### src/rtl/branch_pkg.sv
// Shared types and constants for the branch resolve queue.
package branch_pkg;

    localparam int BRQ_DEPTH_DEFAULT = 8;

    typedef struct packed {
        logic [31:0] addr;
        logic        pred;
    } brq_entry_t;

    function automatic logic is_mispredict(brq_entry_t entry, logic taken);
        return entry.pred != taken;
    endfunction

endpackage

### src/rtl/branch_resolve_queue_if.sv
// Fetch/execute-facing signal bundle of the branch resolve queue.
interface branch_resolve_queue_if #(
    parameter int DEPTH = branch_pkg::BRQ_DEPTH_DEFAULT
);
    localparam int CW = $clog2(DEPTH) + 1;

    logic              push_valid;
    logic [31:0]       push_addr;
    logic              push_pred;
    logic              push_ready;
    logic              res_valid;
    logic              res_taken;
    logic              record_result;
    logic [31:0]       resolve_addr;
    logic              resolve_taken;
    logic              mispredict;
    logic [CW-1:0]     count;
    logic [31:0]       branch_count;
    logic [31:0]       mispredict_count;
    logic              underflow_err;

    modport master (
        output push_valid, push_addr, push_pred, res_valid, res_taken,
        input  push_ready, record_result, resolve_addr, resolve_taken, mispredict,
               count, branch_count, mispredict_count, underflow_err
    );

    modport slave (
        input  push_valid, push_addr, push_pred, res_valid, res_taken,
        output push_ready, record_result, resolve_addr, resolve_taken, mispredict,
               count, branch_count, mispredict_count, underflow_err
    );

endinterface

### src/rtl/branch_resolve_queue_fifo.sv
// Flop-based FIFO of in-flight branches: push at tail, pop at head, synchronous clear.
module brq_fifo
    import branch_pkg::*;
#(
    parameter int DEPTH = BRQ_DEPTH_DEFAULT
) (
    input  logic                       clk,
    input  logic                       reset_n,
    input  logic                       clear,
    input  logic                       push,
    input  brq_entry_t                 push_entry,
    input  logic                       pop,
    output brq_entry_t                 head_entry,
    output logic [$clog2(DEPTH):0]     count
);
    localparam int AW = $clog2(DEPTH);
    localparam int CW = AW + 1;

    brq_entry_t    mem_q [DEPTH];
    logic [AW-1:0] wr_ptr_q;
    logic [AW-1:0] rd_ptr_q;
    logic [CW-1:0] count_q;

    // Pointers wrap for free because DEPTH is a power of two.
    always_ff @(posedge clk or negedge reset_n) begin
        if (!reset_n) begin
            wr_ptr_q <= '0;
            rd_ptr_q <= '0;
            count_q  <= '0;
        end else if (clear) begin
            wr_ptr_q <= '0;
            rd_ptr_q <= '0;
            count_q  <= '0;
        end else begin
            if (push) wr_ptr_q <= wr_ptr_q + AW'(1);
            if (pop)  rd_ptr_q <= rd_ptr_q + AW'(1);
            count_q <= count_q + CW'(push) - CW'(pop);
        end
    end

    // NOTE: storage is deliberately unreset; occupancy alone says which entries are valid.
    always_ff @(posedge clk) begin
        if (push && !clear) mem_q[wr_ptr_q] <= push_entry;
    end

    assign head_entry = mem_q[rd_ptr_q];
    assign count      = count_q;

endmodule

### src/rtl/branch_resolve_queue.sv
// Tracks predicted branches in order, trains the predictor on resolve and flushes on mispredict.
module branch_resolve_queue
    import branch_pkg::*;
#(
    parameter int DEPTH = BRQ_DEPTH_DEFAULT
) (
    input  logic                   clk,
    input  logic                   reset_n,
    branch_resolve_queue_if.slave  bus
);
    localparam int CW = $clog2(DEPTH) + 1;

    logic [CW-1:0] count;
    brq_entry_t    head_entry;
    logic          res_accept;
    logic          mis_accept;
    logic          push_accept;

    logic          record_q, record_d;
    logic [31:0]   addr_q, addr_d;
    logic          taken_q, taken_d;
    logic          mis_q, mis_d;
    logic [31:0]   branch_count_q, branch_count_d;
    logic [31:0]   mispredict_count_q, mispredict_count_d;
    logic          underflow_q, underflow_d;

    assign bus.push_ready = (count != CW'(DEPTH));
    assign res_accept     = bus.res_valid && (count != '0);
    assign mis_accept     = res_accept && is_mispredict(head_entry, bus.res_taken);
    // A mispredict flushes the queue, so a same-cycle push is dropped with it.
    assign push_accept    = bus.push_valid && bus.push_ready && !mis_accept;

    brq_fifo #(.DEPTH(DEPTH)) u_fifo (
        .clk        (clk),
        .reset_n    (reset_n),
        .clear      (mis_accept),
        .push       (push_accept),
        .push_entry ('{addr: bus.push_addr, pred: bus.push_pred}),
        .pop        (res_accept && !mis_accept),
        .head_entry (head_entry),
        .count      (count)
    );

    // NOTE: every always_comb output gets a default first so no path can infer a latch.
    always_comb begin
        record_d           = res_accept;
        addr_d             = '0;
        taken_d            = 1'b0;
        mis_d              = mis_accept;
        branch_count_d     = branch_count_q;
        mispredict_count_d = mispredict_count_q;
        underflow_d        = underflow_q | (bus.res_valid && (count == '0));
        if (res_accept) begin
            addr_d  = head_entry.addr;
            taken_d = bus.res_taken;
            if (branch_count_q != '1) branch_count_d = branch_count_q + 32'd1;
        end
        if (mis_accept && (mispredict_count_q != '1)) begin
            mispredict_count_d = mispredict_count_q + 32'd1;
        end
    end

    // NOTE: state uses non-blocking assignments so every flop samples pre-edge values.
    always_ff @(posedge clk or negedge reset_n) begin
        if (!reset_n) begin
            record_q           <= 1'b0;
            addr_q             <= '0;
            taken_q            <= 1'b0;
            mis_q              <= 1'b0;
            branch_count_q     <= '0;
            mispredict_count_q <= '0;
            underflow_q        <= 1'b0;
        end else begin
            record_q           <= record_d;
            addr_q             <= addr_d;
            taken_q            <= taken_d;
            mis_q              <= mis_d;
            branch_count_q     <= branch_count_d;
            mispredict_count_q <= mispredict_count_d;
            underflow_q        <= underflow_d;
        end
    end

    assign bus.record_result    = record_q;
    assign bus.resolve_addr     = addr_q;
    assign bus.resolve_taken    = taken_q;
    assign bus.mispredict       = mis_q;
    assign bus.count            = count;
    assign bus.branch_count     = branch_count_q;
    assign bus.mispredict_count = mispredict_count_q;
    assign bus.underflow_err    = underflow_q;

endmodule

### src/flat_wrapper.sv
// flat-port wrapper written by rule: the top's interface ports become plain ports
module branch_resolve_queue_flat import branch_pkg::*;
#(
    parameter int DEPTH = BRQ_DEPTH_DEFAULT
)
  (clk, reset_n, bus_push_valid, bus_push_addr, bus_push_pred, bus_res_valid, bus_res_taken, bus_push_ready, bus_record_result, bus_resolve_addr, bus_resolve_taken, bus_mispredict, bus_count, bus_branch_count, bus_mispredict_count, bus_underflow_err);
  branch_resolve_queue_if #(.DEPTH(DEPTH)) bus_i ();
  input  logic clk;
  input  logic reset_n;
  input wire logic [$bits(bus_i.push_valid)-1:0] bus_push_valid;
  input wire logic [$bits(bus_i.push_addr)-1:0] bus_push_addr;
  input wire logic [$bits(bus_i.push_pred)-1:0] bus_push_pred;
  input wire logic [$bits(bus_i.res_valid)-1:0] bus_res_valid;
  input wire logic [$bits(bus_i.res_taken)-1:0] bus_res_taken;
  output wire logic [$bits(bus_i.push_ready)-1:0] bus_push_ready;
  output wire logic [$bits(bus_i.record_result)-1:0] bus_record_result;
  output wire logic [$bits(bus_i.resolve_addr)-1:0] bus_resolve_addr;
  output wire logic [$bits(bus_i.resolve_taken)-1:0] bus_resolve_taken;
  output wire logic [$bits(bus_i.mispredict)-1:0] bus_mispredict;
  output wire logic [$bits(bus_i.count)-1:0] bus_count;
  output wire logic [$bits(bus_i.branch_count)-1:0] bus_branch_count;
  output wire logic [$bits(bus_i.mispredict_count)-1:0] bus_mispredict_count;
  output wire logic [$bits(bus_i.underflow_err)-1:0] bus_underflow_err;
  assign bus_i.push_valid = bus_push_valid;
  assign bus_i.push_addr = bus_push_addr;
  assign bus_i.push_pred = bus_push_pred;
  assign bus_i.res_valid = bus_res_valid;
  assign bus_i.res_taken = bus_res_taken;
  assign bus_push_ready = bus_i.push_ready;
  assign bus_record_result = bus_i.record_result;
  assign bus_resolve_addr = bus_i.resolve_addr;
  assign bus_resolve_taken = bus_i.resolve_taken;
  assign bus_mispredict = bus_i.mispredict;
  assign bus_count = bus_i.count;
  assign bus_branch_count = bus_i.branch_count;
  assign bus_mispredict_count = bus_i.mispredict_count;
  assign bus_underflow_err = bus_i.underflow_err;
  branch_resolve_queue #(.DEPTH(DEPTH)) u_core (.clk(clk), .reset_n(reset_n), .bus(bus_i));
endmodule
### config.mk
export PLATFORM = sky130hd
export DESIGN_NAME = branch_resolve_queue_flat
export DESIGN_NICKNAME = d
export VERILOG_FILES = /design/src/rtl/branch_pkg.sv /design/src/rtl/branch_resolve_queue_if.sv /design/src/rtl/branch_resolve_queue_fifo.sv /design/src/rtl/branch_resolve_queue.sv /design/src/flat_wrapper.sv
export SDC_FILE = /design/constraint.sdc
export NUM_CORES = 1
export LEC_CHECK = 0
export CORE_AREA = 3 3 196 160
export CTS_BUF_LIST = sky130_fd_sc_hd__clkbuf_16
export DETAILED_ROUTE_END_ITERATION = 7
export DIE_AREA = 0 0 199 163
export GPL_TIMING_DRIVEN = 0
export PLACE_DENSITY = 0.7
export SYNTH_ARGS = -nofsm -noshare
export SYNTH_HDL_FRONTEND = slang
export SYNTH_SLANG_ARGS = --single-unit
### constraint.sdc
create_clock -name clk -period 5.4 [get_ports clk]
set_input_delay 0.81 -clock clk [delete_from_list [all_inputs] [get_ports clk]]
set_output_delay 0.81 -clock clk [all_outputs]
set_load 0.01 [all_outputs]
==> results.toml, run 1 <==
[synth]
ys_ff_latch = 374
yosysSeqAreaShare_pct = 72.6
synth_top_area_share_pct = 53.9
synth_cell_type_count = 46
syn-cell-area_um2 = 14700
synth_nets = 891
synth_ff_type = "edfxtp_1"
async_flop_share_pct = 29.4
netlist_instances = 842
synth_area_leader_cell = "edfxtp_1"
avgSynthCellArea_um2 = 17.5
synth_area_leaders = "edfxtp_1 54%, dfrtp_1 19%, mux4_2 9.9%"
synth_edf_count = 264
ys_warn_count = 0

[clock_network]
ctsHoldBuffers = 0
post_cts_resized = 0
htreeDepth = 2
cts.clk_slew.worst_paths_ns = 0.06
cts_tree = "done"
clock_path_buffers = 3
clock-root-buffer = "clkbuf_16"
clkSinkCount = 374
insertion_delay_ns = 0.52
cts_buffers = 38
cts_setup_buffers = 0

[setup_path]
arrival_ns = 3.85
critical-path-top-delay-family = "multiplexers"
slowest_stage = "mux4_2"
cp_common_cell = "buf_16"
end_kind = "register"
cp_cell_sequence = "clkbuf_1 > mux4_2 > mux2i_4 > inv_2 > or3_4 > nor3_4 > buf_16 > buf_16"
startpoint_type = "register"
cp_num_buf_inv = 4
crit_type = "reg2reg"
crit_required_ns = 5.63
cp_slowest_stage_delay_ns = 0.67
crit_fanout = 14

[routing]
viasPerCell = 5.55
num_vias = 8007
dr.pass1.iters = 5
drc_errors = 0
wl_mm = 30.9
drt_iter0_markers = 575
wl_per_cell_um = 21.4
ant_nets = 0

[final_layout]
diodes = 0
regArea_um2 = 10700
fin_nets = 1086
final_util_pct = 62.0
fin_area_um2 = 18200
drive_gt1_share_pct = 15.0
layout_common_cells = "264 x edfxtp_1, 141 x clkdlybuf4s50_1, 110 x dfrtp_1"
multi_input_area_um2 = 3880
instances_no_fill = 1444
syn_to_final_growth_pct = 23.7
final_common_cell = "edfxtp_1"
fillCellCount = 2143

[sta]
period_minus_slack_ns = 3.62
setup_slack_ns = 1.78
relSlewSlack_pct = 33.4
finClkSkew_ns = 0.0134
final.period_utilization_pct = 67.1
setup_viol = 0
worst_pin_slew_ns = 0.999
final_hold_viol_count = 0
grt_setup_unrepaired = "no"
fmax_ghz = 0.276
drv_slew = 0

[placement]
pre_cts_slack_ns = 1.67
post_dp_cell_area_um2 = 16900
dp.cells = 1374
gp_congestion = 0.809
place_hpwl_mm = 19.7
io_buffers = 142

[die]
rows = 56
floorplan.die_area_um2 = 32400
core-area_um2 = 29400
initial_core_util_pct = 50.1
die_x_um = 199
fp.dieH_um = 163
io_pins = 143

[global_routing]
grt_pass1_wl_mm = 48.0
grt_usage_pct = 19.4
grt_max_degree = 88
grt_pass1_vias = 8126
antenna_found_initial = 1
overflow = 0

[power_and_ir_drop]
leakage_nw = 6.41
powerDensity_nw_per_um2 = 475
irDropWorstVdd_uv = 287

[run_status]
outcome = "finished, final reports clean"

[worst_hold_path]
hp-class = "in2async"

[flow_run]
drv_cap = 0
[cell usage after synthesis, types with 6 or more instances]
library cell and n:
inv_1 15, buf_2 9, nand2_1 30, clkbuf_1 19, xnor2_1 50, and2_1 6
nor3_1 12, edfxtp_1 264, nand4_1 22, or3_1 7, a21oi_1 6, ha_1 10
mux2i_1 32, nor2_1 62, nand3_1 42, xor2_1 12, mux4_2 65, and3_1 18
dfrtp_1 110, mux2_2 8
[per-stage QoR]
stage	hold slack [ns]	TNS, ns	power (mW)
4_1_cts	0.140	0	8.76
5_1_grt	0.148	0	9.07
2_1_floorplan	0.493	0	5.09
3_3_place_gp	0.484	-220.69	5.96
3_5_place_dp	0.486	0	6.08
6_report	0.145	0	8.65
[layout make-up]
cell class | instances | share of cell area (%)
tap | 377 | 2.59
inverter | 16 | 0.330
buffer | 33 | 0.825
sequential | 374 | 58.7
timing repair buffer | 155 | 9.22
multi-input combinational | 419 | 21.3
clock inverter | 31 | 1.66
clock buffer | 39 | 5.36
[layer usage]
metal  GRT usage, %  vias to the layer above  wire length [um]
li1               -                     3635                 -
met1           29.2                     4099             14100
met2           30.4                      226             14600
met3           3.25                       45              1670
met4           4.12                        2               463
met5              0                        -                13
[sequential cells by signal, indices dropped and copies added (netlist names)]
| name | count |
|---|---|
| u_core.bus.branch_count | 32 |
| u_core.bus.mispredict | 1 |
| u_core.bus.mispredict_count | 32 |
| u_core.bus.record_result | 1 |
| u_core.bus.resolve_addr | 32 |
| u_core.bus.resolve_taken | 1 |
| u_core.bus.underflow_err | 1 |
| u_core.u_fifo.count | 4 |
| u_core.u_fifo.mem_q | 264 |
| u_core.u_fifo.rd_ptr_q | 3 |
| u_core.u_fifo.wr_ptr_q | 3 |
[worst register-to-register path, stage by stage (launching register included)]
cell	delay [ns]
dfrtp_1	0.33
clkbuf_1	0.41
mux4_2	0.67
mux2i_4	0.33
inv_2	0.16
or3_4	0.46
nor3_4	0.54
buf_16	0.24
buf_16	0.18
[where the power goes]
| part | internal, mW | switching, mW | total, mW |
|---|---|---|---|
| combinational | 1.14 | 1.14 | 2.28 |
| sequential | 3.52 | 0.188 | 3.71 |
| clock | 1.60 | 1.07 | 2.67 |
| total | 6.26 | 2.40 | 8.65 |
[logic make-up after synthesis]
logic type	count (synthesis)	share of synthesized area, %
multiplexers	107	13.0
AND/OR/NAND/NOR	221	7.60
buffers and inverters	49	1.43
XOR/XNOR	62	3.69
AO/OA/AOI/OAI	18	0.774
adder cells (fa/ha/maj)	11	0.986
flip-flops	374	72.6
[final timing paths]
kind                       slack [ns]  cells past startpoint                   startpoint                              to
max reg2reg                      1.78                      8    u_core.u_fifo.rd_ptr_q[2]      u_core.u_fifo.mem_q[0][26]
min in group clk                 0.49                      1  u_core.bus.branch_count[11]     u_core.bus.branch_count[11]
min                              0.15                      1                      reset_n     u_core.bus.resolve_addr[26]
max in group asynchronous        4.54                      2                      reset_n  u_core.bus.mispredict_count[3]
min reg2reg                      0.49                      1  u_core.bus.branch_count[11]     u_core.bus.branch_count[11]
max                              1.78                      8    u_core.u_fifo.rd_ptr_q[2]      u_core.u_fifo.mem_q[0][26]
No activity file was read; power rests on OpenSTA's default activity.
==> inputs of run 2 (changes only) <==
Settings changed: PLACE_DENSITY 0.7 to 0.72.
Clock period 5.4 ns to 3.2 ns, I/O delays scaled along.
==> results.toml, run 2 (synthesis results as in run 1) <==
[routing]
num_vias = 8093
wl_per_cell_um = 21.0
dr.pass1.iters = 5
ant_nets = 0
drc_errors = 0
drt_iter0_markers = 561
viasPerCell = 5.56
wl_mm = 30.6

[die]
fp.dieH_um = 163
core-area_um2 = 29400
initial_core_util_pct = 50.1
die_x_um = 199
rows = 56
io_pins = 143
floorplan.die_area_um2 = 32400

[final_layout]
diodes = 0
fin_area_um2 = 18300
drive_gt1_share_pct = 16.6
multi_input_area_um2 = 3900
regArea_um2 = 10700
fin_nets = 1098
top_register = "u_core.u_fifo.mem_q"
largest_reg_flops = 264
final_common_cell = "edfxtp_1"
fillCellCount = 2118
layout_common_cells = "264 x edfxtp_1, 141 x clkdlybuf4s50_1, 110 x dfrtp_1"
syn_to_final_growth_pct = 24.1

[clock_network]
htreeDepth = 2
insertion_delay_ns = 0.52
clock-root-buffer = "clkbuf_16"
clkSinkCount = 374
cts.clk_slew.worst_paths_ns = 0.06
clock_path_buffers = 3
cts_tree = "done"
cts_buffers = 38

[placement]
place_hpwl_mm = 19.8
io_buffers = 142
gp_congestion = 0.822
post_dp_cell_area_um2 = 16900

[global_routing]
grt_usage_pct = 19.5
grt_pass1_vias = 8268
antenna_found_initial = 1
overflow = 0
grt.met1_usage_pct = 28.2
grtUsageMet2_pct = 31.1
grtUsageMet3_pct = 3.66
grt_max_degree = 88
grt_pass1_wl_mm = 48.3
grt.busiest_layer = "met2"

[sta]
period_minus_slack_ns = 3.10
fmax_ghz = 0.322
setup_viol = 0
relSlewSlack_pct = 32.5
drv_slew = 0
fin_setup_tns_ns = 0
final_hold_viol_count = 0
final.period_utilization_pct = 97.0
finClkSkew_ns = 0.0223
worst_pin_slew_ns = 1.01

[power_and_ir_drop]
leakage_nw = 6.45
irDropWorstVdd_uv = 536
powerDensity_nw_per_um2 = 788

[setup_path]
arrival_ns = 3.33
startpoint_type = "register"
end_kind = "register"
crit_start = "u_core.u_fifo.rd_ptr_q[0]"
crit_required_ns = 3.42
crit_type = "reg2reg"
r2r-start = "u_core.u_fifo.rd_ptr_q[0]"
crit_fanout = 11

[run_status]
outcome = "finished, final reports clean"

[flow_run]
drv_cap = 0

[worst_hold_path]
hp-class = "in2async"
run 2: cell types whose count changed in the layout (fill, tap and decap cells not counted), moves of 2 or more:
cell,change
clkinv_2,+6
clkinv_8,-2
buf_4,+13
inv_1,-3
buf_6,-4
bufinv_16,-3
buf_12,+2
clkbuf_1,-2
run 2: cell type report:
| class | instances | area share [%] |
|---|---|---|
| tap | 377 | 2.58 |
| clock buffer | 39 | 5.34 |
| inverter | 16 | 0.329 |
| sequential | 374 | 58.5 |
| buffer | 31 | 0.781 |
| timing repair buffer | 169 | 9.98 |
| clock inverter | 30 | 1.15 |
| multi-input combinational | 419 | 21.4 |
run 2: layer usage:
metal | up-vias | wire length (um)
li1 | 3651 | -
met1 | 4126 | 13400
met2 | 265 | 14700
met3 | 49 | 1940
met4 | 2 | 561
met5 | - | 13
run 2: stage by stage:
stage                     power [mW]  utilization (%)  worst slack [ns]  hold WS (ns)  std cells
after floorplan                 8.60                -            -0.423         0.184        842
final                           14.4             62.2            0.0968         0.406       1455
after global placement          10.0             56.7             -2.86         0.477       1361
after global routing            15.1             62.2          -0.00129         0.413       1455
after CTS                       14.5             62.2            0.0605         0.399       1454
after detailed placement        10.3             57.7            -0.405         0.368       1372
run 2: critical path, stage by stage (launching register included):
cell and delay, ns:
dfrtp_1 0.36, buf_6 0.15, mux2_2 0.35, mux4_2 0.53, mux2i_4 0.29, nand3_1 0.37
nor3_4 0.40, buf_16 0.19, buf_8 0.16
run 2: what timing repair did:
| action | 4_1_cts | 5_1_grt |
|---|---|---|
| resized for setup | 0 | 2 |
| setup buffers | 14 | 1 |
| hold buffers | 1 | 0 |
| endpoints found under the hold margin | 23 | 0 |
| gates cloned | 0 | 0 |
| endpoints found under the setup margin | 208 | 30 |
| pin swaps | 8 | 1 |
run 2: worst paths after layout:
check                                               to  slack (ns)  cells past startpoint
min in group clk              u_core.bus.underflow_err        0.48                      1
min                         u_core.bus.resolve_addr[3]        0.41                      2
min reg2reg                   u_core.bus.underflow_err        0.48                      1
max in group asynchronous  u_core.bus.resolve_addr[20]        2.10                      3
max reg2reg                  u_core.u_fifo.mem_q[2][5]         0.1                      8
max                          u_core.u_fifo.mem_q[2][5]         0.1                      8
run 2: report_power, final:
group / total (mW) / internal, mW / switching (mW)
registers: 6.28 / 5.94 / 0.342
clock network: 4.21 / 2.45 / 1.76
logic: 3.90 / 1.98 / 1.92
